[config.mk]
export PLATFORM = sky130hd
export DESIGN_NAME = cuenta_ciclos_param
export DESIGN_NICKNAME = d
export VERILOG_FILES = /design/src/rtl/cuenta_ciclos_param.sv
export SDC_FILE = /design/constraint.sdc
export NUM_CORES = 1
export LEC_CHECK = 0
export CORE_MARGIN = 3
export CORE_UTILIZATION = 30
export CTS_BUF_LIST = sky130_fd_sc_hd__clkbuf_4
export DETAILED_ROUTE_END_ITERATION = 6
export SETUP_SLACK_MARGIN = 0.4
export SLEW_MARGIN = 5
export SYNTH_ARGS = -nofsm -noshare
export SYNTH_HDL_FRONTEND = slang
export SYNTH_SLANG_ARGS = --single-unit
[constraint.sdc]
create_clock -name clk -period 4.8 [get_ports clk]
set_clock_uncertainty 0.1 [all_clocks]
set_input_delay 0.72 -clock clk [delete_from_list [all_inputs] [get_ports clk]]
set_output_delay 0.72 -clock clk [all_outputs]
set_load 0.03 [all_outputs]
[src/rtl/cuenta_ciclos_param.sv]
// Cycle/event counter with start/busy/done handshake, run-time limit, prescaler and
// three count modes: one-shot up (00/11), wrap-around up (01) and one-shot down (10).
module cuenta_ciclos_param #(
  parameter int WIDTH     = 9,
  parameter int DEF_LIMIT = 291,
  parameter int PRESC_W   = 4
) (
  input  logic               clk,
  input  logic               reset,
  input  logic               en,
  input  logic               start,
  input  logic [1:0]         modo,
  input  logic [WIDTH-1:0]   limite,
  input  logic [PRESC_W-1:0] presc,
  output logic [WIDTH-1:0]   salida,
  output logic               ocupado,
  output logic               fin
);

  if (DEF_LIMIT >= (1 << WIDTH)) begin : g_def_limit_check
    $error("cuenta_ciclos_param: DEF_LIMIT does not fit in WIDTH bits");
  end

  typedef enum logic [1:0] {IDLE, RUN, HOLD} state_t;

  state_t             state, state_next;
  logic [WIDTH-1:0]   salida_next;
  logic [WIDTH-1:0]   lim_q, lim_next, lim_sel;
  logic [1:0]         modo_q, modo_next;
  logic [PRESC_W-1:0] presc_q, presc_next;
  logic [PRESC_W-1:0] pc, pc_next;
  logic               fin_next;
  logic               tick;

  assign tick    = (pc == presc_q);
  assign lim_sel = (limite == '0) ? WIDTH'(DEF_LIMIT) : limite;

  always_ff @(posedge clk or negedge reset) begin
    if (!reset) begin
      state   <= IDLE;
      salida  <= '0;
      pc      <= '0;
      fin     <= 1'b0;
      lim_q   <= '0;
      modo_q  <= '0;
      presc_q <= '0;
    end else begin
      state   <= state_next;
      salida  <= salida_next;
      pc      <= pc_next;
      fin     <= fin_next;
      lim_q   <= lim_next;
      modo_q  <= modo_next;
      presc_q <= presc_next;
    end
  end

  // Priority: en low clears everything, then start (outside RUN), then prescaled ticks.
  always_comb begin
    state_next  = state;
    salida_next = salida;
    pc_next     = pc;
    fin_next    = 1'b0;
    lim_next    = lim_q;
    modo_next   = modo_q;
    presc_next  = presc_q;

    if (!en) begin
      state_next  = IDLE;
      salida_next = '0;
      pc_next     = '0;
    end else if (start && (state != RUN)) begin
      state_next  = RUN;
      lim_next    = lim_sel;
      modo_next   = modo;
      presc_next  = presc;
      salida_next = (modo == 2'b10) ? lim_sel : '0;
      pc_next     = '0;
    end else if (state == RUN) begin
      if (tick) begin
        pc_next = '0;
        case (modo_q)
          2'b01: begin
            if (salida == lim_q) begin
              salida_next = '0;
              fin_next    = 1'b1;
            end else begin
              salida_next = salida + WIDTH'(1);
            end
          end
          2'b10: begin
            salida_next = salida - WIDTH'(1);
            if (salida == WIDTH'(1)) begin
              fin_next   = 1'b1;
              state_next = HOLD;
            end
          end
          default: begin
            salida_next = salida + WIDTH'(1);
            if (salida == lim_q - WIDTH'(1)) begin
              fin_next   = 1'b1;
              state_next = HOLD;
            end
          end
        endcase
      end else begin
        pc_next = pc + PRESC_W'(1);
      end
    end
  end

  always_comb begin
    ocupado = (state == RUN);
  end

endmodule
==> results.toml <==
[route]
drt_iter0_drc = 233
post-route-drc-count = 0
detail_route.first_pass.iterations = 5
vias = 2301
avgViaCountPerCell = 5.78
finalWirelength_um = 6860
wl_per_cell_um = 17.2
ant_nets = 0

[sta]
maxSlewHeadroom = 0.425
max_freq_ghz = 0.366
setup_viol = 0
fin_crit_sh = 0.569
slew_viol_final = 0
layout_min_cycle_time_ns = 2.73
final_hold_viol_count = 0
rsz0062_at_grt = "false"
tns_ns = 0
worstMarginPinSlew_ns = 0.860

[synthesis]
synth_nets = 307
synthArstFlopShare = 1.00
synth.largest_area_cell = "dfrtp_1"
synth_flop_cell = "dfrtp_1"
synth.area.top_cells = "dfrtp_1 33%, o21ai_0 5.3%, mux2_2 5.2%"
yosysWarnings = 0
synth-edff-count = 0
syn_area_um2 = 2380
synth_cells = 281
synth_cell_types = 58
netlist.area_leader.share = 0.326
yosys_register_bits = 31
synth_area_per_cell_um2 = 8.46
yosysSeqAreaShare = 0.326

[cells_and_area]
seq_area_um2 = 776
nets = 324
drive_gt1_frac = 0.0870
fillers = 776
n_antenna_cell = 0
syn2layout_area_growth_pct = 16.3
final_util = 0.371
multi_input_area_um2 = 1480

[clocking]
cts.reportedPaths.clkPinSlew_ns = 0.11
cts_max_level = 2
root_buffer = "clkbuf_4"
cts_tree = "yes"
post_cts_buffers = 0
clockBufferDepth = 2
cts_num_sinks = 31
ctsHoldBuffers = 0
cts-resized-gates = 0
cts_made_buffers = 5
insertion_delay_ns = 0.34

[die]
start_util = 0.319
fp-row-count = 31
io_pins = 30
die_y_um = 95.0
die_area_um2 = 9020
core_area_um2 = 7450
die_x_um = 95.0

[critical_path]
cp.required_ns = 3.98
endpoint_kind = "primary output"
cp.arrival_ns = 1.91
critPathKind = "reg2out"
crit_fanout = 8
critPathLaunchType = "register"

[global_routing]
grt_pass1_wl_um = 11200
grtUsageTotal = 0.161
grt_pass1_vias = 2122
grt_max_degree = 32
gr-total-overflow = 0
antenna_found_initial = 0

[pwr]
power_density_nw_per_um2 = 332
power_w = 0.000917
leakage_nw = 1.08
vdd_ir_drop_max_mv = 0.166

[flow_run]
maxCapViolCount = 0

[hold_path]
hp-class = "reg2reg"

[place]
portBuffers = 29
gp_congestion = 0.913
dpl.hpwl_um = 5060

[outcome]
status = "finished clean"
## cell usage after synthesis (all sizes together), types with 2 or more instances
cell / number
a2111oi: 2
a21oi: 9
a221oi: 4
a22oi: 3
a31oi: 4
a32o: 2
and3: 4
and4: 3
buf: 5
clkbuf: 15
dfrtp: 31
ha: 7
inv: 9
mux2: 11
nand2: 32
nand2b: 4
nand3: 6
nand4: 6
nor2: 18
nor2b: 4
nor3: 11
nor3b: 3
nor4: 5
o211a: 2
o211ai: 3
o21ai: 26
o221ai: 2
o22a: 2
o31a: 3
o31ai: 2
or4: 6
xnor2: 13
xor2: 8
## path summary, 6_finish.rpt
path	depth (start not counted)	to	from	slack (ns)
max in group asynchronous	2	salida[4]	reset	3.64
min in group asynchronous	2	state[1]	reset	0.66
max	3	ocupado	state[1]	2.07
max reg2reg	8	fin	lim_q[0]	2.07
min reg2reg	1	fin	state[1]	0.41
min	1	fin	state[1]	0.41
## where the power goes
part / internal (W) / leakage [nW] / switching, W
clock: 0.0000536 / 0.0263 / 0.0000967
combinational: 0.000166 / 0.657 / 0.000222
sequential: 0.000298 / 0.395 / 0.0000804
total: 0.000518 / 1.08 / 0.000399
## layer usage
layer  wire length, um  vias to the layer above  GRT usage
met4               123                        0     0.0565
li1                  -                     1074          -
met3               452                       17     0.0279
met5                 0                        -          0
met2              3090                      108      0.231
met1              3190                     1102      0.241
## registers in the layout, summed over array words and instances, names as in the netlist
name / cells
pc: 4
fin: 1
lim_q: 9
salida: 9
modo_q: 2
state: 2
presc_q: 4
## worst max-delay path, cell delays in order, from the launching register on
cell,delay (ns)
dfrtp_1,0.42
nand2b_1,0.25
clkinv_1,0.24
clkdlybuf4s50_1,0.65
## through the flow
stage / std cells / hold WS (ns) / cell area (um2) / setup slack (ns)
final: 398 / 0.411 / 2760 / 2.07
after global routing: 398 / 0.426 / 2760 / 1.88
after CTS: 398 / 0.401 / 2760 / 2.08
after detailed placement: 390 / 0.372 / 2710 / 1.95
after global placement: 390 / 0.371 / 2710 / 2.01
after floorplan: 281 / 0.324 / 2380 / 2.24
## cell families after synthesis
kind of cell	after synthesis	share of synthesized area
adders and majority gates	7	0.0369
and+or+nand+nor	106	0.235
AOI/OAI and AO/OA	75	0.220
DFF	31	0.326
muxes	11	0.0521
buffers and inverters	30	0.0521
xor gates and xnor gates	21	0.0774
## final cells by class
class | instances | share of cell area
Multi-Input combinational cell | 220 | 0.534
Sequential cell | 31 | 0.281
Inverter | 10 | 0.0136
Clock inverter | 3 | 0.00543
Tap cell | 99 | 0.0448
Timing Repair Buffer | 30 | 0.108
Clock buffer | 5 | 0.0136
## layout by cell type, fill, tap and decap left out, drive strengths merged, types with 4 or more instances in the layout
master	instances
ha	7
clkdlybuf4s50	29
nand3	6
a21oi	9
clkbuf	5
and3	4
a221oi	4
nand2	32
mux2	11
inv	9
o21ai	26
xor2	8
nor2	18
or4	6
a31oi	4
nand2b	4
nand4	6
nor4	5
nor3	11
xnor2	13
dfrtp	31
nor2b	4
(Power assumes the default switching activity.)
